$ cat src/rtl/lcd_timing_controller_pkg.sv
// Shared definitions for the RGB565 LCD timing controller: FIFO word layout,
// colour field positions, controller states and default panel timing.
package lcd_timing_controller_pkg;

  localparam int WORD_W     = 17;
  localparam int MARKER_BIT = 16;
  localparam int PIX_W      = 16;

  localparam int R_HI = 15;
  localparam int R_LO = 11;
  localparam int G_HI = 10;
  localparam int G_LO = 5;
  localparam int B_HI = 4;
  localparam int B_LO = 0;

  localparam int DEF_WIDTH   = 480;
  localparam int DEF_HEIGHT  = 272;
  localparam int DEF_H_SYNC  = 4;
  localparam int DEF_H_BACK  = 43;
  localparam int DEF_H_FRONT = 8;
  localparam int DEF_V_SYNC  = 4;
  localparam int DEF_V_BACK  = 12;
  localparam int DEF_V_FRONT = 8;

  typedef enum logic [1:0] {
    ST_SEEK    = 2'd0,
    ST_ALIGNED = 2'd1,
    ST_STREAM  = 2'd2
  } state_t;

  typedef struct packed {
    logic [4:0] r;
    logic [5:0] g;
    logic [4:0] b;
  } rgb565_t;

  function automatic rgb565_t unpack_rgb(input logic [PIX_W-1:0] w);
    rgb565_t c;
    c.r = w[R_HI:R_LO];
    c.g = w[G_HI:G_LO];
    c.b = w[B_HI:B_LO];
    return c;
  endfunction

endpackage

$ cat src/rtl/lcd_timing_controller_raster.sv
// Free-running raster counters with the raw (undelayed) sync/active decode.
module lcd_raster_counter
  import lcd_timing_controller_pkg::*;
#(
  parameter int LCD_SCREEN_WIDTH  = DEF_WIDTH,
  parameter int LCD_SCREEN_HEIGHT = DEF_HEIGHT,
  parameter int H_SYNC            = DEF_H_SYNC,
  parameter int H_BACK            = DEF_H_BACK,
  parameter int H_FRONT           = DEF_H_FRONT,
  parameter int V_SYNC            = DEF_V_SYNC,
  parameter int V_BACK            = DEF_V_BACK,
  parameter int V_FRONT           = DEF_V_FRONT
) (
  input  logic clk,
  input  logic reset,
  output logic active,
  output logic hsync,
  output logic vsync,
  output logic in_vblank,
  output logic frame_start
);

  localparam int H_TOTAL = H_SYNC + H_BACK + LCD_SCREEN_WIDTH + H_FRONT;
  localparam int V_TOTAL = V_SYNC + V_BACK + LCD_SCREEN_HEIGHT + V_FRONT;
  localparam int HW      = $clog2(H_TOTAL);
  localparam int VW      = $clog2(V_TOTAL);

  logic [HW-1:0] h_cnt;
  logic [VW-1:0] v_cnt;

  // Horizontal counter wraps each line; vertical counter steps on that wrap.
  always_ff @(posedge clk or posedge reset) begin
    if (reset) begin
      h_cnt <= '0;
      v_cnt <= '0;
    end else if (h_cnt == HW'(H_TOTAL - 1)) begin
      h_cnt <= '0;
      v_cnt <= (v_cnt == VW'(V_TOTAL - 1)) ? '0 : v_cnt + 1'b1;
    end else begin
      h_cnt <= h_cnt + 1'b1;
    end
  end

  assign hsync       = ~(h_cnt < HW'(H_SYNC));
  assign vsync       = ~(v_cnt < VW'(V_SYNC));
  assign in_vblank   = v_cnt < VW'(V_SYNC + V_BACK);
  assign frame_start = (h_cnt == '0) && (v_cnt == '0);
  assign active      = (h_cnt >= HW'(H_SYNC + H_BACK)) &&
                       (h_cnt <  HW'(H_SYNC + H_BACK + LCD_SCREEN_WIDTH)) &&
                       (v_cnt >= VW'(V_SYNC + V_BACK)) &&
                       (v_cnt <  VW'(V_SYNC + V_BACK + LCD_SCREEN_HEIGHT));

endmodule

$ cat src/rtl/lcd_timing_controller.sv
// RGB565 LCD timing controller: raster timing plus FIFO pixel streaming that
// stays frame-aligned using frame-start marker words.
module lcd_timing_controller
  import lcd_timing_controller_pkg::*;
#(
  parameter int LCD_SCREEN_WIDTH  = DEF_WIDTH,
  parameter int LCD_SCREEN_HEIGHT = DEF_HEIGHT,
  parameter int H_SYNC            = DEF_H_SYNC,
  parameter int H_BACK            = DEF_H_BACK,
  parameter int H_FRONT           = DEF_H_FRONT,
  parameter int V_SYNC            = DEF_V_SYNC,
  parameter int V_BACK            = DEF_V_BACK,
  parameter int V_FRONT           = DEF_V_FRONT
) (
  input  logic              clk,
  input  logic              reset,
  input  logic [WORD_W-1:0] queue_data_in,
  input  logic              queue_empty,
  output logic              queue_rd_en,
  output logic              queue_clk,
  output logic              LCD_DE,
  output logic              LCD_HSYNC,
  output logic              LCD_VSYNC,
  output logic [4:0]        LCD_B,
  output logic [5:0]        LCD_G,
  output logic [4:0]        LCD_R
);

  logic    raw_active, raw_hsync, raw_vsync, in_vblank, frame_start;
  state_t  state, state_nxt;
  logic    rd_req;
  logic    vld_p0, strm_p0, de_p0, hs_p0, vs_p0;
  logic    marker_p1;
  rgb565_t pix_p1;

  lcd_raster_counter #(
    .LCD_SCREEN_WIDTH (LCD_SCREEN_WIDTH),
    .LCD_SCREEN_HEIGHT(LCD_SCREEN_HEIGHT),
    .H_SYNC           (H_SYNC),
    .H_BACK           (H_BACK),
    .H_FRONT          (H_FRONT),
    .V_SYNC           (V_SYNC),
    .V_BACK           (V_BACK),
    .V_FRONT          (V_FRONT)
  ) u_raster (
    .clk        (clk),
    .reset      (reset),
    .active     (raw_active),
    .hsync      (raw_hsync),
    .vsync      (raw_vsync),
    .in_vblank  (in_vblank),
    .frame_start(frame_start)
  );

  assign queue_clk = clk;
  // Reset forces the read strobe low immediately, independent of state.
  assign queue_rd_en = rd_req & ~reset;
  assign marker_p1   = vld_p0 & queue_data_in[MARKER_BIT];
  // Only words fetched while streaming reach the panel; everything else is black.
  assign pix_p1 = (strm_p0 && !queue_data_in[MARKER_BIT]) ?
                  unpack_rgb(queue_data_in[PIX_W-1:0]) : '0;

  // State register.
  always_ff @(posedge clk or posedge reset) begin
    if (reset) state <= ST_SEEK;
    else       state <= state_nxt;
  end

  // Alignment FSM: read policy per state and marker/frame-start transitions.
  always_comb begin
    state_nxt = state;
    rd_req    = 1'b0;
    case (state)
      ST_STREAM: begin
        rd_req = raw_active & ~queue_empty;
        if (frame_start)    state_nxt = ST_SEEK;
        else if (marker_p1) state_nxt = ST_ALIGNED;
      end
      ST_SEEK: begin
        // Skip the cycle in which the previous word is inspected so nothing
        // beyond a marker is ever consumed.
        rd_req = ~queue_empty & ~vld_p0;
        if (marker_p1) state_nxt = in_vblank ? ST_STREAM : ST_ALIGNED;
      end
      ST_ALIGNED: begin
        if (frame_start) state_nxt = ST_STREAM;
      end
      default: state_nxt = ST_SEEK;
    endcase
  end

  // Stage p0: raw decode and read-issued flags; FIFO Q is valid next cycle.
  always_ff @(posedge clk or posedge reset) begin
    if (reset) begin
      vld_p0  <= 1'b0;
      strm_p0 <= 1'b0;
      de_p0   <= 1'b0;
      hs_p0   <= 1'b1;
      vs_p0   <= 1'b1;
    end else begin
      vld_p0  <= rd_req;
      strm_p0 <= rd_req & (state == ST_STREAM);
      de_p0   <= raw_active;
      hs_p0   <= raw_hsync;
      vs_p0   <= raw_vsync;
    end
  end

  // Stage p1: panel outputs, colour registered from Q alongside delayed timing.
  always_ff @(posedge clk or posedge reset) begin
    if (reset) begin
      LCD_DE    <= 1'b0;
      LCD_HSYNC <= 1'b1;
      LCD_VSYNC <= 1'b1;
      LCD_R     <= '0;
      LCD_G     <= '0;
      LCD_B     <= '0;
    end else begin
      LCD_DE    <= de_p0;
      LCD_HSYNC <= hs_p0;
      LCD_VSYNC <= vs_p0;
      LCD_R     <= pix_p1.r;
      LCD_G     <= pix_p1.g;
      LCD_B     <= pix_p1.b;
    end
  end

endmodule

$ cat config.mk
export PLATFORM = sky130hd
export DESIGN_NAME = lcd_timing_controller
export DESIGN_NICKNAME = d
export VERILOG_FILES = /design/src/rtl/lcd_timing_controller_pkg.sv /design/src/rtl/lcd_timing_controller_raster.sv /design/src/rtl/lcd_timing_controller.sv
export SDC_FILE = /design/constraint.sdc
export NUM_CORES = 1
export LEC_CHECK = 0
export ABC_CLOCK_PERIOD_IN_PS = 3500
export CORE_MARGIN = 5
export CORE_UTILIZATION = 53
export CTS_CLUSTER_SIZE = 25
export DETAILED_ROUTE_END_ITERATION = 6
export PLACE_DENSITY = 0.84
export SLEW_MARGIN = 0
export SYNTH_ARGS = -nofsm -noshare
export SYNTH_HDL_FRONTEND = slang
export SYNTH_SLANG_ARGS = --single-unit
$ cat constraint.sdc
create_clock -name clk -period 3.5 [get_ports clk]
set_clock_uncertainty 0.1 [all_clocks]
set_input_delay 0.7 -clock clk [delete_from_list [all_inputs] [get_ports clk]]
set_output_delay 0.7 -clock clk [all_outputs]
set_load 0.02 [all_outputs]
==> flow_metrics.env <==
export IMPL_status="complete, no violations"
export IMPL_die_y_um=69.7
export IMPL_critPathLaunchType="flip-flop"
export IMPL_dp_slack_ps=270
export IMPL_synth_commonest_cells="dfrtp_1, and2_1, nand2_1"
export IMPL_nFillCells=227
export IMPL_diodes=0
export IMPL_dpl_hpwl_um=2990
export IMPL_clk_pin_slew_ps=130
export IMPL_seqPwrFrac_pct=57.7
export IMPL_p_per_area_nw_per_um2=390
export IMPL_grt_pass1_wl_um=6700
export IMPL_synth_cells=171
export IMPL_r2r_start="u_raster.h_cnt[8]"
export IMPL_synth_seq_cells=45
export IMPL_initial_core_util_pct=55.8
export IMPL_tns_ps=0
export IMPL_cts_resized=2
export IMPL_crit_fanout=5
export IMPL_p_leak_nw=1.12
export IMPL_irDropWorstVdd_v=0.000236
export IMPL_timing_rr_end="u_raster.v_cnt[8]"
export IMPL_postCtsSetupBuffers=0
export IMPL_end_kind="output port"
export IMPL_finalSetupViolations=0
export IMPL_avgSynthCellArea_um2=11.1
export IMPL_cap_viol_max_count=0
export IMPL_grt_pass1_vias=1418
export IMPL_grt_setup_unrepaired="false"
export IMPL_synthSimpleGateAreaFrac_pct=22.7
export IMPL_clk_insertion_delay_late_ps=470
export IMPL_final_nets=243
export IMPL_gp_congestion=0.833
export IMPL_grt_start_max_net_pins=26
export IMPL_cp_cell_sequence="or4_4, nor4b_2, o2111ai_1, a21oi_1, dlygate4sd2_1"
export IMPL_drive_gt1_share_pct=10.0
export IMPL_critPathArrivalTime_ps=2550
export IMPL_wl_um=4020
export IMPL_die_area_um2=4860
export IMPL_vias_per_cell=5.28
export IMPL_netlist_area_leader_share_pct=54.3
export IMPL_worstHoldPathCells=0
export IMPL_synth_top_family_by_area="simple AND/OR/NAND/NOR gates"
export IMPL_drtIter0Drc=72
export IMPL_synth_enable_flop_cells=0
export IMPL_grt_usage_pct=17.5
export IMPL_max_stage_delay_ps=590
export IMPL_clkPwrFrac_pct=34.4
export IMPL_vias=1398
export IMPL_hold_violations=0
export IMPL_regArea_um2=1130
export IMPL_syn_nets=196
export IMPL_stdcell_count=265
export IMPL_die_w_um=69.7
export IMPL_fmax_ghz=0.298
export IMPL_synthFlopType="dfrtp_1"
export IMPL_maxSlewViolCount=0
export IMPL_dp_cells=254
export IMPL_ant_nets=0
export IMPL_cts_tree="done"
export IMPL_wl_per_cell_um=15.2
export IMPL_syn_area_um2=1890
export IMPL_grt_ovfl_total=0
export IMPL_synth_cell_types=34
export IMPL_postSynth_asyncResetShare_pct=100
export IMPL_firstDrtPassIters=7
export IMPL_synthXorXnorAreaFrac_pct=5.10
export IMPL_max_slew_margin_pct=42.1
export IMPL_worst_setup_path_type="reg -> out"
export IMPL_p_int_w=0.000705
export IMPL_tightest_slew_ps=867
export IMPL_synthAdderAreaFrac_pct=3.31
export IMPL_synth_compound_area_share_pct=5.82
export IMPL_ys_seq_area_share_pct=59.8
export IMPL_synthTopCellsByArea="dfrtp_1, and2_1, dfstp_2, ha_1, xnor2_1"
export IMPL_fin_ws_ps=150
export IMPL_startpoint="u_raster.h_cnt[8]"
export IMPL_slowest_stage="or4_4"
export IMPL_synth_most_common_cell="dfrtp_1"
export IMPL_ys_warn_count=0
export IMPL_r2r_setup_slack_ps=1390
export IMPL_crit_end="queue_rd_en"
export IMPL_combPwrFrac_pct=7.9
export IMPL_synth_mux_area_share_pct=0
export IMPL_port_buffers=40
export IMPL_core_um2=3390
export IMPL_switching_power_w=0.000245
export IMPL_cts_hold_buffers=0
export IMPL_boundaryPins=41
export IMPL_antenna_found_initial=0
export IMPL_syn_to_final_growth_pct=28.8
export IMPL_ff2ff_path_depth=4
export IMPL_finalCriticalPeriod_ps=3350
export IMPL_rows=21
export IMPL_worstPathRequired_ps=2700
export IMPL_finalCritPeriodShare_pct=95.7
export IMPL_synth_area_leader_cell="dfrtp_1"
export IMPL_switching_share_pct=25.8
export IMPL_drcViolationCount=0
export IMPL_hold_path_class="reg -> reg"
export IMPL_multi_input_area_um2=704
[layer usage]
metal  track usage (%)  part of all wire [%]  vias up
met5                 0                     0        -
met4              8.72                   1.7        0
met3              4.78                   4.3        9
met2              29.8                    52       33
met1              20.2                    42      677
li1                  -                     -      679
[sequential cells by signal, summed over array words and instances, names as in the netlist]
name,count
de_p0,1
u_raster.h_cnt,10
LCD_B,5
state,2
LCD_DE,1
LCD_VSYNC,1
LCD_G,6
vs_p0,1
LCD_HSYNC,1
strm_p0,1
hs_p0,1
vld_p0,1
u_raster.v_cnt,9
LCD_R,5
[area by class of cell]
| type | count | area share, % |
|---|---|---|
| inverter | 10 | 1.54 |
| timing repair buffer | 41 | 17.1 |
| clock inverter | 3 | 0.719 |
| clock buffer | 9 | 2.88 |
| tap | 46 | 2.36 |
| multi-input combinational | 111 | 28.9 |
| sequential | 45 | 46.5 |
[power groups by stage]
stage	sequential (W)	clock, W	combinational [W]
2_1_floorplan	0.000555	0.0000334	0.0000391
3_3_place_gp	0.000558	0.0000384	0.0000725
3_5_place_dp	0.000559	0.0000384	0.0000774
4_1_cts	0.000549	0.000333	0.0000762
5_1_grt	0.000551	0.000366	0.0000856
6_report	0.000548	0.000327	0.0000752
[metrics by stage]
| stage | hold WS, ps | utilization [%] | cell area (µm²) | power [W] |
|---|---|---|---|---|
| finish | 265 | 71.8 | 2430 | 0.000950 |
| global route | 267 | 71.8 | 2430 | 0.00100 |
| global placement | 235 | 69.4 | 2350 | 0.000669 |
| floorplan | 231 | - | 1890 | 0.000627 |
| detailed placement | 242 | 69.4 | 2350 | 0.000674 |
| CTS | 265 | 71.8 | 2430 | 0.000958 |
[kinds of logic after synthesis]
| group | after synthesis |
|---|---|
| xor gates and xnor gates | 11 |
| AOI/OAI and AO/OA | 19 |
| DFF | 45 |
| buffers and inverters | 15 |
| and+or+nand+nor | 76 |
| adders and majority gates | 5 |
[cells in the final DEF, fill, tap and decap left out]
cell             instances
a211oi_1                 1
a21oi_1                  4
a31oi_1                  3
and2_1                  17
and2_2                   1
and3_1                   4
and4_1                   1
buf_12                   1
buf_4                    1
clkbuf_4                 8
clkdlybuf4s50_1         39
clkinv_2                 2
clkinvlp_4               1
dfrtp_1                 41
dfstp_2                  4
dlygate4sd2_1            1
ha_1                     5
inv_1                   10
nand2_1                 12
nand3_1                 11
nand3b_1                 1
nand4_1                  4
nor2_1                   9
nor2b_1                  1
nor3_1                   2
nor3_2                   1
nor4_1                   5
nor4b_2                  1
o2111ai_1                1
o21ai_0                  8
o22ai_1                  1
o31a_1                   1
or3_1                    2
or4_1                    2
or4_4                    1
or4b_2                   1
xnor2_1                  7
xor2_1                   4
[critical path, delay by kind of cell (launching register included)]
kind	cells	cell delay (ps)
buffers and inverters	1	350
flip-flops	1	450
AND/OR/NAND/NOR	2	900
AO/OA/AOI/OAI	2	380
[worst min-delay path by stage]
stage / startpoint / endpoint / slack, ps
CTS: hs_p0 / LCD_HSYNC / 270
detailed placement: de_p0 / LCD_DE / 240
floorplan: de_p0 / LCD_DE / 230
finish: hs_p0 / LCD_HSYNC / 260
global route: hs_p0 / LCD_HSYNC / 270
global placement: de_p0 / LCD_DE / 240
Note: power is estimated with default switching activity, not from simulation.
